`config.mk`:
```
export PLATFORM = sky130hd
export DESIGN_NAME = result_packer
export DESIGN_NICKNAME = d
export VERILOG_FILES = /design/src/rtl/result_packer_pkg.sv /design/src/rtl/result_packer_fifo.sv /design/src/rtl/result_packer.sv
export SDC_FILE = /design/constraint.sdc
export NUM_CORES = 1
export LEC_CHECK = 0
export ABC_AREA = 1
export CORE_MARGIN = 2
export CORE_UTILIZATION = 56
export CTS_CLUSTER_SIZE = 28
export DETAILED_ROUTE_END_ITERATION = 12
export PLACE_DENSITY = 0.81
export SYNTH_ARGS = -nofsm -noshare
export SYNTH_HDL_FRONTEND = slang
export SYNTH_SLANG_ARGS = --single-unit
```
`constraint.sdc`:
```
create_clock -name clk_i -period 4 [get_ports clk_i]
set_input_delay 0.8 -clock clk_i [delete_from_list [all_inputs] [get_ports clk_i]]
set_output_delay 0.8 -clock clk_i [all_outputs]
set_load 0.01 [all_outputs]
```
`src/rtl/result_packer_pkg.sv`:
```
// Shared types for the result packer: the packed output word and the FIFO entry.
package result_packer_pkg;

    localparam int unsigned BYTES_PER_WORD = 4;

    typedef logic [31:0] word_t;

    typedef struct packed {
        word_t      data;
        logic [2:0] bytes;
    } entry_t;

endpackage

```
`src/rtl/result_packer_fifo.sv`:
```
// Synchronous circular FIFO of packed entries; head is presented combinationally.
module result_packer_fifo
    import result_packer_pkg::*;
#(
    parameter int unsigned FIFO_DEPTH = 2
) (
    input  logic                              clk_i,
    input  logic                              rst_i,
    input  logic                              push_i,
    input  entry_t                            entry_i,
    input  logic                              pop_i,
    output entry_t                            entry_o,
    output logic                              full_o,
    output logic                              empty_o,
    output logic [$clog2(FIFO_DEPTH+1)-1:0]   count_o
);

    localparam int unsigned PW = $clog2(FIFO_DEPTH);
    localparam int unsigned CW = $clog2(FIFO_DEPTH + 1);
    localparam logic [PW-1:0] LAST_PTR = PW'(FIFO_DEPTH - 1);
    localparam logic [CW-1:0] DEPTH_C  = CW'(FIFO_DEPTH);

    entry_t        mem_q [FIFO_DEPTH];
    logic [PW-1:0] wr_ptr_q, wr_ptr_d;
    logic [PW-1:0] rd_ptr_q, rd_ptr_d;
    logic [CW-1:0] count_q, count_d;

    assign full_o  = (count_q == DEPTH_C);
    assign empty_o = (count_q == '0);
    assign count_o = count_q;
    assign entry_o = mem_q[rd_ptr_q];

    always_comb begin
        wr_ptr_d = wr_ptr_q;
        rd_ptr_d = rd_ptr_q;
        count_d  = count_q;
        if (push_i) begin
            wr_ptr_d = (wr_ptr_q == LAST_PTR) ? '0 : wr_ptr_q + 1'b1;
        end
        if (pop_i) begin
            rd_ptr_d = (rd_ptr_q == LAST_PTR) ? '0 : rd_ptr_q + 1'b1;
        end
        case ({push_i, pop_i})
            2'b10:   count_d = count_q + 1'b1;
            2'b01:   count_d = count_q - 1'b1;
            default: count_d = count_q;
        endcase
    end

    always_ff @(posedge clk_i or posedge rst_i) begin
        if (rst_i) begin
            wr_ptr_q <= '0;
            rd_ptr_q <= '0;
            count_q  <= '0;
        end else begin
            wr_ptr_q <= wr_ptr_d;
            rd_ptr_q <= rd_ptr_d;
            count_q  <= count_d;
        end
    end

    // Storage needs no reset: the head is only observed while count is non-zero.
    always_ff @(posedge clk_i) begin
        if (push_i) begin
            mem_q[wr_ptr_q] <= entry_i;
        end
    end

endmodule

```
`src/rtl/result_packer.sv`:
```
// Packs mux-stage bytes into 32-bit words (first byte in [7:0]) and queues them downstream.
module result_packer
    import result_packer_pkg::*;
#(
    parameter int unsigned FIFO_DEPTH = 2
) (
    input  logic        clk_i,
    input  logic        rst_i,
    input  logic        valid_i,
    input  logic [7:0]  data_i,
    input  logic        flush_i,
    output logic        ready_o,
    output logic        valid_o,
    output logic [31:0] word_o,
    output logic [2:0]  bytes_o,
    input  logic        ready_i,
    output logic [15:0] word_cnt_o
);

    word_t       pack_q, pack_d;
    logic [1:0]  pack_cnt_q, pack_cnt_d;
    logic [15:0] word_cnt_q, word_cnt_d;

    word_t       pack_next;
    logic [2:0]  cnt_next;
    logic        accept_byte, accept_flush;
    logic        push, pop;
    entry_t      push_entry, head_entry;
    logic        fifo_full, fifo_empty;
    logic [$clog2(FIFO_DEPTH+1)-1:0] fifo_count;
    logic        fifo_count_unused;

    assign ready_o      = !fifo_full;
    assign valid_o      = !fifo_empty;
    assign accept_byte  = valid_i && ready_o;
    assign accept_flush = flush_i && ready_o;
    assign pop          = valid_o && ready_i;
    assign fifo_count_unused = ^fifo_count;

    assign word_o     = valid_o ? head_entry.data  : '0;
    assign bytes_o    = valid_o ? head_entry.bytes : '0;
    assign word_cnt_o = word_cnt_q;

    // The byte accepted this cycle is merged first, so a same-cycle flush sees it.
    always_comb begin
        pack_next = pack_q;
        cnt_next  = {1'b0, pack_cnt_q};
        if (accept_byte) begin
            pack_next[{pack_cnt_q, 3'b000} +: 8] = data_i;
            cnt_next = {1'b0, pack_cnt_q} + 3'd1;
        end
        push = (cnt_next == 3'(BYTES_PER_WORD)) || (accept_flush && (cnt_next != 3'd0));
        push_entry.data  = pack_next;
        push_entry.bytes = cnt_next;
        if (push) begin
            pack_d     = '0;
            pack_cnt_d = '0;
        end else begin
            pack_d     = pack_next;
            pack_cnt_d = cnt_next[1:0];
        end
        word_cnt_d = pop ? word_cnt_q + 16'd1 : word_cnt_q;
    end

    always_ff @(posedge clk_i or posedge rst_i) begin
        if (rst_i) begin
            pack_q     <= '0;
            pack_cnt_q <= '0;
            word_cnt_q <= '0;
        end else begin
            pack_q     <= pack_d;
            pack_cnt_q <= pack_cnt_d;
            word_cnt_q <= word_cnt_d;
        end
    end

    result_packer_fifo #(
        .FIFO_DEPTH (FIFO_DEPTH)
    ) u_fifo (
        .clk_i   (clk_i),
        .rst_i   (rst_i),
        .push_i  (push),
        .entry_i (push_entry),
        .pop_i   (pop),
        .entry_o (head_entry),
        .full_o  (fifo_full),
        .empty_o (fifo_empty),
        .count_o (fifo_count)
    );

endmodule

```
### Word-level counts from Yosys, hierarchy flattened

Memories as Yosys holds them, arrays and structs flattened.
Index checks and enable logic that the tools add are counted.

| operators by class | value |
|---|---|
| multiply operators | 0 |
| bitwise operators | 0 |
| shift-type cells | 2 |
| multiplexer cells | 12 |
| add/sub/neg operators | 7 |
| magnitude comparators | 0 |
| div/mod/pow operators | 0 |
| reduce and logical (&&, ||, !) cells | 10 |
| equal/unequal tests | 4 |

Operators by type and width:

| kind | number |
|---|---|
| $mux 32 | 3 |
| $bwmux 32 | 1 |
| $shift 8x7->32 const A | 1 |
| $shiftx 8x7->32 | 1 |
| $add 16x1->16 const B | 1 |
| $neg 5->7 | 1 |
| $mux 3 | 2 |
| $eq 2x2->1 const B | 2 |
| $logic_and 1x1->1 | 4 |
| $mux 1 | 4 |
| $pmux 2 s2 | 1 |
| $add 2x1->3 const B | 1 |
| $eq 3x3->1 const B | 1 |
| $reduce_bool 3->1 | 1 |
| $add 1x1->1 const B | 2 |
| $add 2x1->2 const B | 1 |
| $eq 2x1->1 const B | 1 |
| $logic_not 1->1 | 2 |
| $logic_not 2->1 | 1 |
| $mux 2 | 1 |
| $reduce_bool 2->1 | 1 |
| $sub 2x1->2 const B | 1 |
| $logic_or 1x1->1 | 1 |

| word-level totals | value |
|---|---|
| register bits | 54 |
| memory bits (writable) | 70 |
| bits in latches | 0 |
| ROM bits | 0 |
| output and inout bits | 53 |
| memories | 1 |
| bits of input ports | 13 |

Memories:

| name | words | bits a word | rd ports | clocked after Yosys merged registers in | wr ports | RTL line | RTL |
|---|---|---|---|---|---|---|---|
| u_fifo.mem_q | 2 | 35 | 1 | 0 | 1 | result_packer_fifo.sv:23 | `entry_t mem_q [FIFO_DEPTH];` |

### Longest topological paths before layout

Gate-level depths: netlist of the first run.

| depth | value |
|---|---|
| depth after elaboration | 9 |
| gate-level depth with buffers | 13 |

### Hierarchy

From an unflattened synthesis of the first run, not the netlist that was laid out.

| unflattened totals | value |
|---|---|
| cell total of the unflattened synthesis | 644 |
| area total of the unflattened synthesis | 5978.2 µm² |

By module, submodules not included:

| module | area each (µm²) | times used | sequential area each (µm²) | cells an instance |
|---|---|---|---|---|
| result_packer | 2994.1 | 1 | 1251.2 | 436 |
| result_packer_fifo | 2984.1 | 1 | 2202.1 | 208 |

### Least setup slack after synthesis of the first run

OpenSTA, ideal clock, no wires.

| timing path | value |
|---|---|
| path type | reg2reg |
| start point | register pack_cnt_q[0] |
| end point | memory u_fifo.mem_q[1][0] in the netlist's numbering, enable pin |
| library setup time | 428 ps |
| slack | 533 ps |
| arrival time | 3039 ps |
| clock period less this slack | 3467 ps |
| path buffers | 1 |
| required time | 3572 ps |
| stages on the path, launching flop included | 11 |
| cell sequence | dfrtp_1 > inv_1 > ha_1 > inv_1 > nand3_1 > nand2_2 > nand2_2 > nand2_2 > nand2_4 > buf_6 > nor2_1 |

| on the way | value |
|---|---|
| longest elaborated chain between the ends | 7 |

RTL lines:

| what | RTL line | RTL |
|---|---|---|
| from (decl) | result_packer.sv:21 | `logic [1:0] pack_cnt_q, pack_cnt_d;` |
| from (signal assigned) | result_packer.sv:72 | `pack_cnt_q <= pack_cnt_d;` |
| $add 2x1->3 | result_packer.sv:50 | `cnt_next = {1'b0, pack_cnt_q} + 3'd1;` |
| $mux 3 * | result_packer.sv:48 | `if (accept_byte) begin` |
| $reduce_bool 3->1 | result_packer.sv:52 | `push = (cnt_next == 3'(BYTES_PER_WORD)) \|\| (accept_flush && (cnt_next != 3'd0));` |
| $logic_and 1x1->1 | result_packer.sv:52 |  |
| $logic_or 1x1->1 * | result_packer.sv:52 |  |
| $mux 1 * | result_packer_fifo.sv:64 | `if (push_i) begin` |
| $mux 1 (implied by the code) * | result_packer_fifo.sv:65 | `mem_q[wr_ptr_q] <= entry_i;` |
| to (decl) | result_packer_fifo.sv:23 |  |

Every way passes the cells marked *; elsewhere a longest branch is shown, timed or not.

### Worst setup path after layout of the first run

| timing path | value |
|---|---|
| start point | register u_fifo.rd_ptr_q |
| end point | output word_o[29] |

| on the way | value |
|---|---|
| longest elaborated chain between the ends | 2 |

RTL lines:

| what | RTL line | RTL |
|---|---|---|
| from (decl) | result_packer_fifo.sv:25 | `logic [PW-1:0] rd_ptr_q, rd_ptr_d;` |
| from (signal assigned) | result_packer_fifo.sv:57 | `rd_ptr_q <= rd_ptr_d;` |
| $mem_v2 2x35 | -- |  |
| $mux 32 | result_packer.sv:40 | `assign word_o = valid_o ? head_entry.data : '0;` |
| to (decl) | result_packer.sv:14 | `output logic [31:0] word_o,` |

No other way between the ends.

==> results of run 1 <==
==> stage by stage <==
step                power (mW)  worst slack [ps]
floorplan                3.265             533.4
detailed placement       4.209              1086
global placement         4.113              1181
global route             5.852             408.3
CTS                      5.596             516.3
finish                   5.566             607.6
==> worst max-delay path: stages, from the launching register on <==
cell	delay, ps
dfrtp_1	350
clkinv_1	810
nand2_1	320
a21oi_1	90
clkdlybuf4s50_1	500
==> layout make-up <==
cell class                 count  area [sq um]  area share [%]
multi-input combinational    368          1817           26.39
clock inverter                14         95.09           1.381
clock buffer                  18         439.2           6.378
tap                          133         166.4           2.417
inverter                      57         214.0           3.107
sequential                   124          3453           50.15
timing repair buffer          70         700.7           10.18
==> placed cells by master (no fill, tap or decap), drive strengths merged <==
cell type / n
nor2: 56
nand3: 13
clkdlybuf4s50: 65
clkinv: 10
xor2: 7
o21ai: 14
dfrtp: 54
nand2: 187
clkinvlp: 3
edfxtp: 70
or2: 1
nand3b: 2
clkbuf: 18
nor4: 1
and2: 30
xnor2: 5
nor3: 5
ha: 7
a21oi: 36
nand4: 4
inv: 58
buf: 5
==> power groups by stage <==
stage               Clock [mW]  Sequential [mW]  Combinational, mW
floorplan                    0             2.01               1.25
global placement             0             2.01               2.10
detailed placement           0             2.04               2.17
CTS                       1.37             2.02               2.20
global route              1.43             2.05               2.37
finish                    1.36             2.02               2.19
==> metal layers <==
layer / track usage (%) / wire [microns] / part of all wire, %
met5: 0 / 0 / 0
met4: 10.14 / 251 / 2.0
met3: 5.979 / 649 / 5.3
met2: 41.53 / 6238 / 51
met1: 28.08 / 5140 / 42
==> kinds of logic (layout without fill, tap and decap cells) <==
family                   count (synthesis)  in the layout  synth area share, %
buffers and inverters                   71            159                5.266
AO/OA/AOI/OAI                           50             50                4.636
adder cells (fa/ha/maj)                  7              7                1.575
flip-flops                             124            124                62.11
XOR/XNOR                                12             12                1.890
AND/OR/NAND/NOR                        299            299                24.53
==> flip-flops by register name (all words and copies together) (netlist names) <==
| signal | count |
|---|---|
| u_fifo.mem_q | 70 |
| pack_q | 32 |
| word_cnt_o | 16 |
| pack_cnt_q | 2 |
| u_fifo.count_o | 2 |
| u_fifo.rd_ptr_q | 1 |
| u_fifo.wr_ptr_q | 1 |
==> path summary, 6_finish.rpt <==
kind                            startpoint                  end  slack [ps]  cells after the start
max reg2reg                  pack_cnt_q[0]  u_fifo.mem_q[0][23]        1350                     10
max in group asynchronous            rst_i           pack_q[25]        2410                      2
max                        u_fifo.rd_ptr_q           word_o[29]         610                      4
min reg2reg                 word_cnt_o[14]       word_cnt_o[14]         510                      2
min                         word_cnt_o[14]       word_cnt_o[14]         510                      2
min in group asynchronous            rst_i       word_cnt_o[11]         870                      2
==> insert_results.sql, run 1 <==
INSERT INTO impl_metrics (metric_group, metric, value, unit) VALUES
('global_routing', 'gr-usage-all-layers', '23.80', '%'),
('clocking', 'cts_sink_count', '124', ''),
('power', 'ir_worst_vdd', '0.4660', 'mV'),
('synthesis', 'netlist_instances', '563', ''),
('sta', 'totalNegativeSetupSlack', '0', 'ps'),
('routing', 'drtPass1Iterations', '5', ''),
('sta', 'timing_max_transition_violations_final', '0', ''),
('power', 'p_comb_share', '39.3', '%'),
('final_layout', 'fill_cells', '699', ''),
('power', 'internal_power', '3.524', 'mW'),
('outcome', 'outcome', 'finished, final reports clean', ''),
('clocking', 'clkSlewWorstSetupHoldPaths', '60', 'ps'),
('clocking', 'worstSkewPairLatency', '530', 'ps'),
('routing', 'detail_route.vias_per_cell', '5.258', ''),
('final_layout', 'final_non_filler_cell_area', '6885', 'sq um'),
('clocking', 'cts_resized', '0', ''),
('floorplanning', 'top_level_port_count', '66', ''),
('global_routing', 'grt_first_pass_wirelength', '19.98', 'mm'),
('worst_setup_path', 'start_kind', 'flop', ''),
('placement', 'count_of_port_buffers_added_during_placement', '65', ''),
('synthesis', 'asyncSetResetFlopFracSynth', '43.55', '%'),
('synthesis', 'yosysSeqAreaShare', '62.11', '%'),
('floorplanning', 'chipHeight', '103.6', 'microns'),
('placement', 'globalplace.congestion', '0.8622', ''),
('placement', 'dp_cells', '752', ''),
('synthesis', 'syn-mean-instance-area', '9.876', 'sq um'),
('synthesis', 'synth_enable_flop_cells', '70', ''),
('sta', 'worst_clock_skew', '6.143', 'ps'),
('routing', 'wirelength', '12.28', 'mm'),
('power', 'sw_frac_of_total', '36.68', '%'),
('routing', 'initialDrtViolationCount', '220', ''),
('sta', 'rsz0062_at_grt', 'no', ''),
('worst_hold_path', 'hold_path_class', 'flop to flop', ''),
('clocking', 'clockRootBuffer', 'clkbuf_8', ''),
('routing', 'post_drt_wl_per_cell', '15.66', 'microns'),
('global_routing', 'first_global_vias', '4193', ''),
('final_layout', 'final-instance-count-excl-fill', '784', ''),
('floorplanning', 'die_area', '10740', 'sq um'),
('sta', 'upper_clock_frequency_limit', '0.2948', 'GHz'),
('worst_setup_path', 'worst_ep_required_time', '3200', 'ps'),
('global_routing', 'grt_start_max_net_pins', '55', ''),
('sta', 'slew-limit-headroom', '24.53', '%'),
('synthesis', 'post-synth-top-area-fraction', '37.80', '%'),
('synthesis', 'post_synth_num_cell_types', '30', ''),
('synthesis', 'ys.warnings.count', '0', ''),
('final_layout', 'post_route_cells_drive_above_1_share', '11.67', '%'),
('clocking', 'cts.htree.levels', '4', ''),
('routing', 'drcViolationCount', '0', ''),
('sta', 'period_minus_slack', '3392', 'ps'),
('power', 'leakage', '3.029', 'nW'),
('power', 'total_switching_power', '2.042', 'mW'),
('sta', 'whs', '509.6', 'ps'),
('synthesis', 'synth_top_flop_cell', 'edfxtp_1', ''),
('routing', 'post_route_ant_nets', '0', ''),
('synthesis', 'net_count_after_synthesis', '583', ''),
('sta', 'finalHoldViolCount', '0', ''),
('final_layout', 'area_growth_syn_to_layout', '23.83', '%'),
('floorplanning', 'start_util', '57.42', '%'),
('synthesis', 'synth_common_cells', '174 x nand2_1, 70 x edfxtp_1, 54 x dfrtp_1', ''),
('global_routing', 'grt_overflow', '0', ''),
('worst_setup_path', 'worst-endpoint-arrival', '2590', 'ps'),
('floorplanning', 'total_number_of_placement_rows', '36', ''),
('floorplanning', 'core_area', '9684', 'sq um'),
('sta', 'setup_viol', '0', ''),
('power', 'clockPowerShare', '24.4', '%'),
('clocking', 'clockBufferDepth', '2', ''),
('synthesis', 'ys_ff_latch', '124', ''),
('synthesis', 'netlist_top_cells_area', 'edfxtp_1 38%, dfrtp_1 24%, nand2_1 12%', ''),
('synthesis', 'post-synth-top-count-cell', 'nand2_1', ''),
('sta', 'post-route-period-util', '84.81', '%'),
('final_layout', 'fin_util', '71.10', '%');
(Power assumes the default switching activity.)
==> inputs of run 2 (changes only) <==
Settings changed: CORE_UTILIZATION 56 to 50, PLACE_DENSITY 0.81 to 0.76.
Clock period 4 ns to 3 ns, I/O delays scaled along.
==> run 2 against run 1 <==
Against the previous run: hold slack got worse by 33 ps; first-iteration DRC count decreased by 2.7%; critical path depth increased by 1; sequential share of layout area decreased by 0.95 points; combinational power increased by 34%; sequential cell count unchanged; clock-buffer cell count increased by 1; non-clock buffer count increased by 5; cell area increased by 1.9%; highest routed layer unchanged.
==> insert_results.sql, run 2 (synthesis results as in run 1) <==
INSERT INTO impl_metrics (metric_group, metric, value, unit) VALUES
('outcome', 'outcome', 'finished, final reports clean', ''),
('final_layout', 'area_growth_syn_to_layout', '26.22', '%'),
('routing', 'post_route_ant_nets', '0', ''),
('placement', 'dpl_cell_area', '6422', 'sq um'),
('sta', 'timing_max_transition_violations_final', '0', ''),
('sta', 'totalNegativeSetupSlack', '0', 'ps'),
('clocking', 'tritoncts_clock_tree', 'built', ''),
('global_routing', 'gr-usage-all-layers', '21.50', '%'),
('power', 'sw_frac_of_total', '34.49', '%'),
('clocking', 'clkSlewWorstSetupHoldPaths', '60', 'ps'),
('sta', 'upper_clock_frequency_limit', '0.3655', 'GHz'),
('clocking', 'postCtsSetupRepairBufs', '0', ''),
('final_layout', 'post_route_cells_drive_above_1_share', '11.89', '%'),
('routing', 'initialDrtViolationCount', '214', ''),
('worst_setup_path', 'worst-endpoint-arrival', '2140', 'ps'),
('worst_setup_path', 'worst-path-max-fanout', '35', ''),
('global_routing', 'first_global_vias', '4044', ''),
('worst_setup_path', 'path_depth', '5', ''),
('clocking', 'worstSkewPairLatency', '510', 'ps'),
('clocking', 'cts-buffers-inserted', '17', ''),
('power', 'leakage', '3.081', 'nW'),
('final_layout', 'mostFrequentLayoutCell', 'nand2_1', ''),
('global_routing', 'grt_start_max_net_pins', '37', ''),
('final_layout', 'largest_register_ffs', '70', ''),
('clocking', 'clockRootBuffer', 'clkbuf_8', ''),
('worst_setup_path', 'setup.worst_path.class', 'flop to output pin', ''),
('sta', 'setup_viol', '0', ''),
('clocking', 'clockBufferDepth', '2', ''),
('clocking', 'cts_sink_count', '124', ''),
('clocking', 'cts_resized', '0', ''),
('worst_setup_path', 'worstReg2RegStart', 'pack_cnt_q[0]', ''),
('worst_setup_path', 'timing.critical_path.to_type', 'output pin', ''),
('sta', 'finalHoldViolCount', '0', ''),
('routing', 'vias', '4062', ''),
('routing', 'drcViolationCount', '0', ''),
('floorplanning', 'start_util', '51.29', '%'),
('clocking', 'cts_hold_buffers', '0', ''),
('sta', 'rsz0062_at_grt', 'no', ''),
('floorplanning', 'total_number_of_placement_rows', '38', ''),
('worst_setup_path', 'setup.worst_path.start', 'u_fifo.rd_ptr_q', ''),
('floorplanning', 'die_width', '109.5', 'microns'),
('placement', 'place.detailed.hpwl', '7.757', 'mm'),
('sta', 'slew-limit-headroom', '61.18', '%'),
('power', 'power.share.sequential', '34.9', '%'),
('power', 'clockPowerShare', '26.8', '%'),
('job', 'max_cap_violations', '0', ''),
('worst_setup_path', 'cp_slowest_stage_delay', '560', 'ps'),
('power', 'ir_worst_vdd', '0.7312', 'mV'),
('final_layout', 'fin_nets', '663', ''),
('worst_setup_path', 'worst_r2r_path_depth', '12', ''),
('power', 'internal_power', '5.028', 'mW'),
('routing', 'drtPass1Iterations', '5', ''),
('placement', 'globalplace.congestion', '0.9143', ''),
('worst_hold_path', 'hold_path_class', 'input port to asynchronous set/reset pin', ''),
('routing', 'wirelength', '11.93', 'mm'),
('final_layout', 'final_non_filler_cell_area', '7018', 'sq um'),
('worst_setup_path', 'start_kind', 'flop', ''),
('floorplanning', 'die_area', '11980', 'sq um'),
('power', 'total_switching_power', '2.647', 'mW'),
('final_layout', 'fin_util', '64.74', '%'),
('floorplanning', 'chipHeight', '109.5', 'microns'),
('worst_setup_path', 'setup.worst_path.end', 'bytes_o[2]', ''),
('worst_setup_path', 'rrSetupSlack', '490', 'ps'),
('worst_setup_path', 'crit_path_top_delay_cell', 'clkdlybuf4s50_1', ''),
('global_routing', 'initial_antenna_violation_count', '0', ''),
('final_layout', 'max_flop_register', 'u_fifo.mem_q', ''),
('worst_setup_path', 'critPathBufInv', '3', ''),
('final_layout', 'antennaDiodeCount', '0', ''),
('worst_setup_path', 'critical-path-top-delay-family', 'buffers and inverters', ''),
('clocking', 'cts.htree.levels', '4', ''),
('sta', 'worst_clock_skew', '9.315', 'ps'),
('sta', 'whs', '476.7', 'ps'),
('routing', 'post_drt_wl_per_cell', '14.99', 'microns'),
('worst_setup_path', 'worst_ep_required_time', '2400', 'ps'),
('floorplanning', 'core_area', '10840', 'sq um'),
('sta', 'timing_worst_slew_pin_value', '581.5', 'ps'),
('global_routing', 'grt_overflow', '0', ''),
('power', 'power_density', '1094', 'nW/um^2'),
('global_routing', 'grt_first_pass_wirelength', '19.27', 'mm'),
('final_layout', 'layout_common_cells', '174 x nand2_1, 70 x edfxtp_1, 65 x clkdlybuf4s50_1', ''),
('worst_setup_path', 'worstPathCellList', 'clkinv_1, buf_4, nand2_1, a21oi_1, clkdlybuf4s50_1', ''),
('floorplanning', 'top_level_port_count', '66', ''),
('routing', 'detail_route.vias_per_cell', '5.103', ''),
('placement', 'count_of_port_buffers_added_during_placement', '65', ''),
('sta', 'post-route-period-util', '91.19', '%'),
('power', 'p_comb_share', '38.3', '%'),
('worst_setup_path', 'r2r-end', 'u_fifo.count_o[1]', ''),
('sta', 'period_minus_slack', '2736', 'ps');
## run 2: routing by layer
layer	wire, microns	vias up	part of all wire [%]	global-route usage (%)
li1	-	1958	-	-
met1	4967	1971	42	25.43
met2	6175	111	52	37.61
met3	558	22	4.7	4.861
met4	231	0	1.9	9.222
met5	0	-	0	0
## run 2: worst min-delay path by stage
stage	startpoint	end	slack, ps	cells after the start
floorplan	u_fifo.wr_ptr_q	u_fifo.wr_ptr_q	480	2
global placement	word_cnt_o[14]	word_cnt_o[14]	490	2
detailed placement	word_cnt_o[12]	word_cnt_o[12]	490	1
CTS	rst_i	word_cnt_o[14]	470	2
global route	rst_i	word_cnt_o[14]	500	2
finish	rst_i	word_cnt_o[14]	480	2
## run 2: final cells by class
type / count / area [sq um]
tap: 140 / 175.2
clock buffer: 19 / 421.7
fill: 852 / 3822
inverter: 57 / 214.0
timing repair buffer: 75 / 763.2
multi-input combinational: 368 / 1817
clock inverter: 13 / 173.9
sequential: 124 / 3453
## run 2: worst register-to-register path, cell delays in order, from the launching register on
cell,delay [ps]
dfrtp_1,460
inv_1,200
ha_1,370
inv_1,90
nand3_1,90
nand2_2,130
nand2_2,80
nand2_2,90
nand2_4,130
ha_1,330
a21oi_1,120
o21ai_0,120
xnor2_1,150
## run 2: through the flow
stage,std cells,total power [mW],setup slack (ps)
finish,796,7.675,264.4
global route,796,8.110,105.0
CTS,796,7.732,227.2
detailed placement,764,5.638,328.2
global placement,764,5.562,383.3
floorplan,563,4.352,136.8
## run 2: power groups by stage
stage	registers, mW	logic, mW	clock network [mW]
after floorplan	2.68	1.67	0
after global placement	2.69	2.88	0
after detailed placement	2.70	2.94	0
after CTS	2.68	2.98	2.08
after global routing	2.73	3.24	2.14
final	2.68	2.94	2.06
